$ cat src/rtl/set_mode_controller_pkg.sv
`default_nettype none
// ============================================================================
// Module : set_mode_controller_pkg
// Brief  : Shared state encoding, field positions and display codes.
// Rev    : 1.0
// ============================================================================
package set_mode_controller_pkg;

    typedef enum logic [2:0] {
        RUN    = 3'd0,
        T_DAY  = 3'd1,
        T_HOUR = 3'd2,
        T_MIN  = 3'd3,
        A_EN   = 3'd4,
        A_DAY  = 3'd5,
        A_HOUR = 3'd6,
        A_MIN  = 3'd7
    } state_e;

    localparam int EN_BIT  = 15;
    localparam int DAY_HI  = 14;
    localparam int DAY_LO  = 12;
    localparam int HOUR_HI = 11;
    localparam int HOUR_LO = 7;
    localparam int MT_HI   = 6;
    localparam int MT_LO   = 4;
    localparam int MU_HI   = 3;
    localparam int MU_LO   = 0;

    // CW codes double as the field selector of the incrementer
    localparam logic [1:0] CW_EN   = 2'b00;
    localparam logic [1:0] CW_MIN  = 2'b01;
    localparam logic [1:0] CW_HOUR = 2'b10;
    localparam logic [1:0] CW_DAY  = 2'b11;

    localparam logic [1:0] CW1_NONE  = 2'b00;
    localparam logic [1:0] CW1_TIME  = 2'b01;
    localparam logic [1:0] CW1_ALARM = 2'b10;

    localparam logic [1:0] S_CT   = 2'b00;
    localparam logic [1:0] S_EDIT = 2'b11;

    localparam logic [2:0] DAY_MAX  = 3'd6;
    localparam logic [4:0] HOUR_MAX = 5'd23;
    localparam logic [2:0] MT_MAX   = 3'd5;
    localparam logic [3:0] MU_MAX   = 4'd9;

endpackage
`default_nettype wire

$ cat src/rtl/set_mode_controller_if.sv
`default_nettype none
// ============================================================================
// Module : set_mode_controller_if
// Brief  : Button/time inputs and display/commit outputs of the sequencer.
// Rev    : 1.0
// ============================================================================
interface set_mode_controller_if;
    logic        Mode;
    logic        Sel;
    logic        Inc;
    logic        Tick;
    logic [14:0] CT;
    logic [1:0]  S;
    logic [1:0]  CW;
    logic [1:0]  CW1;
    logic [15:0] ST;
    logic [15:0] Alarm;
    logic        TLoad;
    logic [14:0] TVal;

    modport master (
        output Mode, Sel, Inc, Tick, CT,
        input  S, CW, CW1, ST, Alarm, TLoad, TVal
    );

    modport slave (
        input  Mode, Sel, Inc, Tick, CT,
        output S, CW, CW1, ST, Alarm, TLoad, TVal
    );
endinterface
`default_nettype wire

$ cat src/rtl/set_mode_controller_field_incrementer.sv
`default_nettype none
// ============================================================================
// Module : field_incrementer
// Brief  : Increments one field of a {day,hour,mt,mu} word with wrap.
// Rev    : 1.0
// ============================================================================
module field_incrementer
    import set_mode_controller_pkg::*;
(
    input  logic [14:0] word_i,
    input  logic [1:0]  field_i,
    output logic [14:0] word_o
);

    logic [2:0] w_day;
    logic [4:0] w_hour;
    logic [2:0] w_mt;
    logic [3:0] w_mu;

    assign w_day  = word_i[DAY_HI:DAY_LO];
    assign w_hour = word_i[HOUR_HI:HOUR_LO];
    assign w_mt   = word_i[MT_HI:MT_LO];
    assign w_mu   = word_i[MU_HI:MU_LO];

    // ">=" comparisons also pull any out-of-range captured value back to 0
    always_comb begin
        word_o = word_i;
        case (field_i)
            CW_DAY:  word_o[DAY_HI:DAY_LO]   = (w_day >= DAY_MAX) ? 3'd0 : w_day + 3'd1;
            CW_HOUR: word_o[HOUR_HI:HOUR_LO] = (w_hour >= HOUR_MAX) ? 5'd0 : w_hour + 5'd1;
            CW_MIN: begin
                if (w_mu >= MU_MAX) begin
                    word_o[MU_HI:MU_LO] = 4'd0;
                    word_o[MT_HI:MT_LO] = (w_mt >= MT_MAX) ? 3'd0 : w_mt + 3'd1;
                end else begin
                    word_o[MU_HI:MU_LO] = w_mu + 4'd1;
                end
            end
            default: word_o = word_i;
        endcase
    end

endmodule
`default_nettype wire

$ cat src/rtl/set_mode_controller.sv
`default_nettype none
// ============================================================================
// Module : set_mode_controller
// Brief  : Front-panel sequencer for time/alarm editing with idle timeout.
// Rev    : 1.0
// ============================================================================
module set_mode_controller
    import set_mode_controller_pkg::*;
#(
    parameter int TIMEOUT = 30
) (
    input  logic                 Clk,
    input  logic                 Clr,
    set_mode_controller_if.slave bus
);

    state_e      state_q, state_d;
    logic [14:0] shadow_q, shadow_d;
    logic [15:0] alarm_q, alarm_d;
    logic [5:0]  idle_q, idle_d;
    logic        tload_q, tload_d;
    logic [14:0] tval_q, tval_d;

    logic        w_in_time;
    logic        w_in_alarm;
    logic [1:0]  w_cw;
    state_e      w_sel_next;
    logic [14:0] w_inc_in;
    logic [14:0] w_inc_out;
    logic [5:0]  w_idle_inc;

    assign w_in_time  = (state_q == T_DAY) || (state_q == T_HOUR) || (state_q == T_MIN);
    assign w_in_alarm = (state_q == A_EN) || (state_q == A_DAY) ||
                        (state_q == A_HOUR) || (state_q == A_MIN);
    assign w_idle_inc = idle_q + 6'd1;
    assign w_inc_in   = w_in_time ? shadow_q : alarm_q[14:0];

    always_comb begin
        w_cw       = CW_EN;
        w_sel_next = RUN;
        case (state_q)
            T_DAY:  begin w_cw = CW_DAY;  w_sel_next = T_HOUR; end
            T_HOUR: begin w_cw = CW_HOUR; w_sel_next = T_MIN;  end
            T_MIN:  begin w_cw = CW_MIN;  w_sel_next = T_DAY;  end
            A_EN:   begin w_cw = CW_EN;   w_sel_next = A_DAY;  end
            A_DAY:  begin w_cw = CW_DAY;  w_sel_next = A_HOUR; end
            A_HOUR: begin w_cw = CW_HOUR; w_sel_next = A_MIN;  end
            A_MIN:  begin w_cw = CW_MIN;  w_sel_next = A_EN;   end
            default: begin w_cw = CW_EN;  w_sel_next = RUN;    end
        endcase
    end

    field_incrementer u_field_inc (
        .word_i  (w_inc_in),
        .field_i (w_cw),
        .word_o  (w_inc_out)
    );

    always_ff @(posedge Clk) begin
        if (Clr) begin
            state_q  <= RUN;
            shadow_q <= 15'h0000;
            alarm_q  <= 16'h0000;
            idle_q   <= 6'd0;
            tload_q  <= 1'b0;
            tval_q   <= 15'h0000;
        end else begin
            state_q  <= state_d;
            shadow_q <= shadow_d;
            alarm_q  <= alarm_d;
            idle_q   <= idle_d;
            tload_q  <= tload_d;
            tval_q   <= tval_d;
        end
    end

    // Button priority Mode > Sel > Inc; any press outranks Tick
    always_comb begin
        state_d  = state_q;
        shadow_d = shadow_q;
        alarm_d  = alarm_q;
        idle_d   = idle_q;
        tload_d  = 1'b0;
        tval_d   = tval_q;
        if (state_q == RUN) begin
            idle_d = 6'd0;
            if (bus.Mode) begin
                shadow_d = bus.CT;
                state_d  = T_DAY;
            end
        end else if (bus.Mode) begin
            idle_d = 6'd0;
            if (w_in_time) begin
                tval_d  = shadow_q;
                tload_d = 1'b1;
                state_d = A_EN;
            end else begin
                state_d = RUN;
            end
        end else if (bus.Sel) begin
            idle_d  = 6'd0;
            state_d = w_sel_next;
        end else if (bus.Inc) begin
            idle_d = 6'd0;
            if (w_in_time) begin
                shadow_d = w_inc_out;
            end else if (w_cw == CW_EN) begin
                alarm_d[EN_BIT] = ~alarm_q[EN_BIT];
            end else begin
                alarm_d = {alarm_q[EN_BIT], w_inc_out};
            end
        end else if (bus.Tick) begin
            if (w_idle_inc == 6'(TIMEOUT)) begin
                idle_d  = 6'd0;
                state_d = RUN;
            end else begin
                idle_d = w_idle_inc;
            end
        end
    end

    assign bus.S     = (w_in_time || w_in_alarm) ? S_EDIT : S_CT;
    assign bus.CW    = w_cw;
    assign bus.CW1   = w_in_time ? CW1_TIME : (w_in_alarm ? CW1_ALARM : CW1_NONE);
    assign bus.ST    = w_in_time ? {1'b0, shadow_q} : (w_in_alarm ? alarm_q : 16'h0000);
    assign bus.Alarm = alarm_q;
    assign bus.TLoad = tload_q;
    assign bus.TVal  = tval_q;

endmodule
`default_nettype wire

$ cat src/flat_wrapper.sv
// flat-port wrapper written by rule: the top's interface ports become plain ports
module set_mode_controller_flat import set_mode_controller_pkg::*;
#(
    parameter int TIMEOUT = 30
)
  (Clk, Clr, bus_Mode, bus_Sel, bus_Inc, bus_Tick, bus_CT, bus_S, bus_CW, bus_CW1, bus_ST, bus_Alarm, bus_TLoad, bus_TVal);
  set_mode_controller_if bus_i ();
  input  logic Clk;
  input  logic Clr;
  input wire logic [$bits(bus_i.Mode)-1:0] bus_Mode;
  input wire logic [$bits(bus_i.Sel)-1:0] bus_Sel;
  input wire logic [$bits(bus_i.Inc)-1:0] bus_Inc;
  input wire logic [$bits(bus_i.Tick)-1:0] bus_Tick;
  input wire logic [$bits(bus_i.CT)-1:0] bus_CT;
  output wire logic [$bits(bus_i.S)-1:0] bus_S;
  output wire logic [$bits(bus_i.CW)-1:0] bus_CW;
  output wire logic [$bits(bus_i.CW1)-1:0] bus_CW1;
  output wire logic [$bits(bus_i.ST)-1:0] bus_ST;
  output wire logic [$bits(bus_i.Alarm)-1:0] bus_Alarm;
  output wire logic [$bits(bus_i.TLoad)-1:0] bus_TLoad;
  output wire logic [$bits(bus_i.TVal)-1:0] bus_TVal;
  assign bus_i.Mode = bus_Mode;
  assign bus_i.Sel = bus_Sel;
  assign bus_i.Inc = bus_Inc;
  assign bus_i.Tick = bus_Tick;
  assign bus_i.CT = bus_CT;
  assign bus_S = bus_i.S;
  assign bus_CW = bus_i.CW;
  assign bus_CW1 = bus_i.CW1;
  assign bus_ST = bus_i.ST;
  assign bus_Alarm = bus_i.Alarm;
  assign bus_TLoad = bus_i.TLoad;
  assign bus_TVal = bus_i.TVal;
  set_mode_controller #(.TIMEOUT(TIMEOUT)) u_core (.Clk(Clk), .Clr(Clr), .bus(bus_i));
endmodule
$ cat config.mk
export PLATFORM = sky130hd
export DESIGN_NAME = set_mode_controller_flat
export DESIGN_NICKNAME = d
export VERILOG_FILES = /design/src/rtl/set_mode_controller_pkg.sv /design/src/rtl/set_mode_controller_if.sv /design/src/rtl/set_mode_controller_field_incrementer.sv /design/src/rtl/set_mode_controller.sv /design/src/flat_wrapper.sv
export SDC_FILE = /design/constraint.sdc
export NUM_CORES = 1
export LEC_CHECK = 0
export ABC_AREA = 1
export CAP_MARGIN = 20
export CORE_MARGIN = 2
export CORE_UTILIZATION = 46
export CTS_CLUSTER_SIZE = 24
export DETAILED_ROUTE_END_ITERATION = 16
export MAX_ROUTING_LAYER = met4
export PLACE_DENSITY = 0.74
export REMOVE_ABC_BUFFERS = 1
export SLEW_MARGIN = 20
export SYNTH_ARGS = -nofsm -noshare
export SYNTH_HDL_FRONTEND = slang
export SYNTH_SLANG_ARGS = --single-unit
export TNS_END_PERCENT = 5
$ cat constraint.sdc
create_clock -name Clk -period 1.8 [get_ports Clk]
set_input_delay 0.27 -clock Clk [delete_from_list [all_inputs] [get_ports Clk]]
set_output_delay 0.27 -clock Clk [all_outputs]
set_load 0.05 [all_outputs]
==> summary.md, run 1 <==
| Metric | Value |
|---|---|
| Average instance area after synthesis | 6.77 um^2 |
| Layout cells sized above 1 | 36.7% |
| Cell family with most CP delay | compound AO/OA/AOI/OAI gates |
| Max Cap Violations | 0 |
| Fillers | 507 |
| Seq/Total Area, Yosys | 34.5% |
| Commonest cells post-synth | nand2_1, dfxtp_1, inv_1 |
| ANT nets after route | 0 |
| Power Density | 719 mW/mm^2 |
| Top-count cell post-synth | nand2_1 |
| DR pass1 iterations | 5 |
| Area share of the largest cell type after synthesis | 34.5% |
| Clk buf depth | 2 |
| Leakage | 2.42 nW |
| DRC | 0 |
| VDD IR-drop max | 0.364 mV |
| Critical path class | reg2reg |
| Placed cells | 685 |
| CTS tree | done |
| Worst Skew | 9.01 ps |
| Final Hold Fails | 0 |
| GR Util All Layers | 28.1% |
| Switching Fraction | 37.4% |
| Synth Register Bits | 56 |
| Normalized max-slew margin | 65.7% |
| Final instance area | 0.00527 mm^2 |
| Average via count per standard cell | 5.45 |
| Die Wd | 88.1 um |
| Boundary Pins | 75 |
| Yosys warns | 0 |
| Post-synth top area cell | dfxtp_1 |
| Startpoint types | flip-flop |
| Post-DP HPWL | 7.50 mm |
| Post-route clock period utilization | 108% |
| CTS clk-pin slew, worst paths | 110 ps |
| Main synth FF type | dfxtp_1 |
| Outcome | complete, but fails checks |
| Total grt overflow | 0 |
| CP bufs+invs | 3 |
| R2R cell count | 12 |
| Final setup fails | 26 |
| Fin crit period | 1950 ps |
| Nets@finish | 639 |
| Clock power frac | 23.4% |
| Clock latency at the later pin of the worst-skew pair | 330 ps |
| Initial antenna violation count | 0 |
| Largest net degree at the start of global routing | 22 |
| Sequential cell area | 0.00113 mm^2 |
| 1st-iter DRT viols | 210 |
| Post-synthesis cell type count | 36 |
| # hold bufs at CTS | 0 |
| Final number of max-transition violations | 0 |
| GP Congestion | 0.931 |
| Number of global-route vias before repair | 3507 |
| CP max stage cell | dfxtp_4 |
| Die area | 0.00775 mm^2 |
| Violated checks | negative setup slack |
| CTS buffer count | 5 |
| Int Power | 2.37 mW |
| Die H | 88.1 um |
| WP data required | 2060 ps |
| First-pass GRT wire length | 16.6 mm |
| Crit-path max FO | 6 |
| Sink Count | 56 |
| Critical Path AT | 2200 ps |
| Mapped Area | 0.00325 mm^2 |
| Ys async rst share | 0% |
| Starting Density | 47.6% |
| Final worst slack | -146 ps |
| Seq pwr share | 36.7% |
| Cell count after synthesis | 480 |
| Cell Rows | 30 |
| IO Port Bufs | 74 |
| CTS HTree Levels | 2 |
| Hold WC Path Type | reg2reg |
| NetSw | 1.42 mW |
| Critical Path, Cell by Cell | o21ai_4 > buf_4 > nand2_1 > nand2_2 > ha_2 > inv_2 > o21ai_2 > buf_4 > nand4_1 > nand2_1 > nand2_1 > a21oi_1 |
| Worst slew pin tran | 514 ps |
| Core footprint | 0.00683 mm^2 |
| Max Fclk | 0.514 GHz |
| Number of synthesized flops with an enable pin | 0 |
| Vias | 3845 |
| Routed len/inst | 15.9 um |
| Comb power frac | 39.8% |
| Area after DPL | 0.00457 mm^2 |
| Hold path cells | 2 |
| CTS Root Cell | clkbuf_8 |
| Diodes inserted | 0 |
| Unrepaired setup endpoints after global routing | true |
| Area Growth Syn to Fin | 62.0% |
| Multi-input logic area | 0.00212 mm^2 |
| Final wirelength | 11.2 mm |
| CP max stage delay | 390 ps |
| CP dominant cell by count | nand2_1 |
| Ranking of synthesized cells by area | dfxtp_1, nand2_1, o21ai_0 |
| Hold_ws | 474 ps |
| Cell depth of the worst setup path | 12 |
| Crit. End Element | flip-flop |
| Fin cells | 706 |
## cell type report
class	instances	area share (%)
Multi-Input combinational cell	337	40.2
Timing Repair Buffer	147	29.1
Sequential cell	56	21.5
Inverter	62	4.71
Tap cell	96	2.28
Clock buffer	5	1.31
Clock inverter	3	0.879
## registers in the layout, indices dropped and copies added, names as in the netlist
name,count
u_core.bus.TVal,15
u_core.bus.Alarm,16
u_core.shadow_q,15
u_core.state_q,3
u_core.bus.TLoad,1
u_core.idle_q,6
## logic make-up (layout without fill, tap and decap cells)
family / after synthesis / count (layout) / synth area share [%]
multiplexers: 1 / 1 / 0.308
AO/OA/AOI/OAI: 126 / 126 / 21.1
AND/OR/NAND/NOR: 194 / 194 / 26.6
XOR/XNOR: 7 / 7 / 1.89
buffers and inverters: 87 / 217 / 12.1
adder cells (fa/ha/maj): 9 / 9 / 3.46
flip-flops: 56 / 56 / 34.5
## per-layer routing
metal / vias up / GRT usage (%) / part of all wire (%)
met5: - / - / 0
met3: 30 / 2.83 / 6.4
met1: 1796 / 35.3 / 40
met2: 185 / 48.0 / 50
met4: 0 / 8.13 / 3.0
li1: 1834 / - / -
## placed cells by master (no fill, tap or decap), drive strengths merged
cell,netlist,layout
nand4,8,8
mux2i,1,1
buf,15,112
nand2,108,108
a211oi,1,1
clkbuf,10,5
xor2,4,4
o21ai,67,67
a21oi,53,53
clkinv,1,1
nor2,29,29
a21o,1,1
bufinv,0,1
dlymetal6s2s,0,4
dfxtp,56,56
xnor2,3,3
o211ai,1,1
nand3,46,46
o21bai,1,1
clkinvlp,0,2
nor4,2,2
a22oi,1,1
and2,1,1
ha,9,9
o22ai,1,1
inv,61,61
clkdlybuf4s50,0,31
## worst paths after layout
path	endpoint	from	slack, ps
max reg2reg	u_core.shadow_q[0]	u_core.state_q[0]	-150
min	u_core.bus.TVal[13]	u_core.bus.TVal[13]	470
max	u_core.shadow_q[0]	u_core.state_q[0]	-150
min reg2reg	u_core.bus.TVal[13]	u_core.bus.TVal[13]	470
## worst reg2reg max path, delay by kind of cell, from the launching register on
kind,cells,cell delay [ps]
buffers and inverters,3,320
DFF,1,390
adders and majority gates,1,180
AOI/OAI and AO/OA,3,490
and+or+nand+nor,5,480
## power by group through the flow
stage	combinational (mW)	sequential (mW)	clock (mW)
2_1_floorplan	0.540	1.46	0
3_3_place_gp	1.19	1.40	0
3_5_place_dp	1.20	1.40	0
4_1_cts	1.32	1.37	0.885
5_1_grt	1.59	1.40	0.931
6_report	1.51	1.39	0.888
## through the flow
step                      power [mW]  setup WS, ps  setup TNS, ps  utilization, %
final                           3.79          -146          -1020            77.1
after global routing            3.92          -190          -3570            77.1
after CTS                       3.58         -36.0           -234            71.5
after detailed placement        2.60          -172          -2260            66.9
after global placement          2.58          -138          -1180            66.9
after floorplan                 2.00          -952         -34220               -
## repair_timing
item                                    4_1_cts  5_1_grt
setup buffers                                 3        9
pin swaps                                     7       19
gates cloned                                  1        0
endpoints found under the setup margin       49       54
resized for setup                            53       83
(Power assumes the default switching activity.)
==> run 2: changes to the inputs <==
==> constraint.sdc (replaced) <==
create_clock -name Clk -period 1.8 [get_ports Clk]
set_input_delay 0.45 -clock Clk [delete_from_list [all_inputs] [get_ports Clk]]
set_output_delay 0.45 -clock Clk [all_outputs]
set_load 0.05 [all_outputs]
==> run 2 against run 1 <==
Against the previous run:
- the run still ends with negative setup slack left
- critical path depth shrank 5
- sequential share of layout area shrank 0.44 points
- setup slack gained 2.2 ps
- critical path type is now reg2out
- critical endpoint is now bus_ST[13]
- largest cell class unchanged
==> summary.md, run 2 (synthesized netlist as in run 1, its figures left out) <==
| Metric | Value |
|---|---|
| Fillers | 445 (-12%) |
| Seq pwr share | 35.9% (-0.8 points) |
| Worst slew pin tran | 546 ps (+31.3 ps) |
| CTS HTree Levels | 2 (unchanged) |
| Final number of max-transition violations | 0 (unchanged) |
| Critical Path AT | 1490 ps (-710 ps) |
| Clock power frac | 23.8% (+0.4 points) |
| WP data required | 1350 ps (-710 ps) |
| Boundary Pins | 75 (unchanged) |
| Clk buf depth | 2 (unchanged) |
| Crit-path max FO | 6 (unchanged) |
| Commonest non-fill, non-tap cells in the layout | buf_4, nand2_1, dfxtp_1, inv_1, a21oi_1 |
| R2r setup slk | -130 ps (+20 ps) |
| Unrepaired setup endpoints after global routing | true |
| Power Density | 723 mW/mm^2 (+0.58%) |
| 1st-iter DRT viols | 272 (+30%) |
| Commonest non-fill, non-tap cell in the layout | buf_4 |
| Post-route setup TNS | -3990 ps (-2970 ps) |
| CP bufs+invs | 3 (unchanged) |
| Comb power frac | 40.3% (+0.5 points) |
| Final Hold Fails | 0 (unchanged) |
| Multi-input logic area | 0.00220 mm^2 (+3.8%) |
| Startpoint types | flip-flop |
| First-pass GRT wire length | 17.0 mm (+2.2%) |
| Cell family with most CP delay | buffers and inverters |
| Starting Density | 47.6% (unchanged) |
| Initial antenna violation count | 0 (unchanged) |
| GP Congestion | 0.966 (+3.7%) |
| Number of global-route vias before repair | 3750 (+6.9%) |
| Worst Skew | 19.8 ps (+10.8 ps) |
| NetSw | 1.42 mW (+0.42%) |
| Largest register FFs | 16 (unchanged) |
| Cell depth of the worst setup path | 7 (-5) |
| ANT nets after route | 0 (unchanged) |
| Outcome | complete, but fails checks |
| CP dominant cell by count | nor2_4 |
| Fin crit period | 1940 ps (-2.19 ps) |
| Core footprint | 0.00683 mm^2 (unchanged) |
| Tot Pwr | 3.88 mW (+2.6%) |
| Int Power | 2.46 mW (+3.9%) |
| CTS Root Cell | clkbuf_8 |
| Final instance area | 0.00537 mm^2 (+2.0%) |
| Critical path startpoint | u_core.state_q[0] |
| Clock latency at the later pin of the worst-skew pair | 320 ps (about the same) |
| GR Util All Layers | 28.7% (+0.62 points) |
| Diodes inserted | 0 (unchanged) |
| CTS buffer count | 5 (unchanged) |
| Average via count per standard cell | 5.57 (+2.3%) |
| Layout Utilization | 78.6% (+1.5 points) |
| Normalized max-slew margin | 63.6% (-2.1 points) |
| Max Cap Violations | 0 (unchanged) |
| Area after DPL | 0.00457 mm^2 (about the same) |
| Leakage | 2.44 nW (+0.57%) |
| Vias | 3968 (+3.2%) |
| VDD IR-drop max | 0.399 mV (+9.5%) |
| Critical path class | reg2out |
| Layout cells sized above 1 | 41.2% (+4.5 points) |
| Sink Count | 56 (unchanged) |
| Switching Fraction | 36.6% (-0.79 points) |
| R2R cell count | 13 (+1) |
| Final wirelength | 12.0 mm (+6.8%) |
| Area Growth Syn to Fin | 65.2% |
| Total grt overflow | 0 (unchanged) |
| Die Wd | 88.1 um (unchanged) |
| Critical Path, Cell by Cell | nor2_4 > nor2_4 > buf_4 > buf_16 > nand2_2 > o21ai_2 > buf_12 |
| DR pass1 iterations | 5 (unchanged) |
| Critical Path Sink | bus_ST[13] |
| Nets@finish | 645 (+0.94%) |
| Largest net degree at the start of global routing | 43 (+95%) |
| Die H | 88.1 um (unchanged) |
| CTS clk-pin slew, worst paths | 120 ps (about the same) |
| Violated checks | negative setup slack |
| Crit. End Element | output pin |
| Routed len/inst | 16.9 um (+5.9%) |
| RR Startpoint | u_core.state_q[0] |
| Die area | 0.00775 mm^2 (unchanged) |
| CTS tree | done |
| Sequential cell area | 0.00113 mm^2 (-0.11%) |
| IO Port Bufs | 74 (unchanged) |
| Post-DP HPWL | 7.24 mm (-3.5%) |
| Final worst slack | -144 ps (+2.19 ps) |
| DRC | 0 (unchanged) |
| Final setup fails | 47 (+81%) |
| Post-route clock period utilization | 108% (-0.12 points) |
| Worst r2r dst | u_core.shadow_q[12] |
| Cell Rows | 30 (unchanged) |
| CP max stage delay | 380 ps (about the same) |
| CP max stage cell | dfxtp_4 |
| Max Fclk | 0.514 GHz (+0.11%) |
| Hold WC Path Type | reg2reg |
[run 2: layout make-up]
| type | count | area share [%] |
|---|---|---|
| Clock buffer | 7 | 1.79 |
| Clock inverter | 1 | 0.559 |
| Inverter | 62 | 4.40 |
| Multi-Input combinational cell | 337 | 40.9 |
| Sequential cell | 56 | 21.1 |
| Tap cell | 96 | 2.24 |
| Timing Repair Buffer | 153 | 29.0 |
[run 2: worst min-delay path by stage]
stage,start,endpoint,slack (ps),cells after the start
after detailed placement,u_core.shadow_q[14],u_core.bus.TVal[14],450,2
after CTS,u_core.shadow_q[14],u_core.bus.TVal[14],480,2
after floorplan,u_core.shadow_q[10],u_core.bus.TVal[10],440,2
after global placement,u_core.shadow_q[7],u_core.bus.TVal[7],450,2
final,u_core.bus.TVal[9],u_core.bus.TVal[9],480,2
after global routing,u_core.shadow_q[14],u_core.bus.TVal[14],500,2
[run 2: per-layer routing]
metal  vias to the layer above  wire [um]  GRT usage (%)
met5                         -          0              -
met4                         0        419           11.0
met3                        48        827           4.62
met2                       221       6260           51.6
met1                      1859       4510           31.8
li1                       1840          -              -
[run 2: repair_timing]
item                       in CTS  in global routing
cloned                          1                  0
buffers inserted               15                  4
setup endpoints to repair      49                 52
gates resized for setup        86                 71
pin swaps                       8                 30
hold buffers                    0                  0
[run 2: worst min-delay path, cell delays in order (launching register included)]
cell and delay, ps:
dfxtp_1 330, nand3_1 70, nand2_1 50
[run 2: power groups by stage]
| stage | registers [mW] | logic, mW | clock network (mW) |
|---|---|---|---|
| after floorplan | 1.46 | 0.540 | 0 |
| after global placement | 1.40 | 1.19 | 0 |
| after detailed placement | 1.40 | 1.20 | 0 |
| after CTS | 1.38 | 1.39 | 0.923 |
| after global routing | 1.40 | 1.64 | 0.975 |
| final | 1.39 | 1.57 | 0.926 |
[run 2: per-stage QoR]
step	instances	setup WS (ps)	hold slack (ps)
after global routing	712	-212	504
after floorplan	455	-952	436
after detailed placement	688	-224	452
final	712	-144	478
after CTS	709	-95.4	479
after global placement	688	-191	450
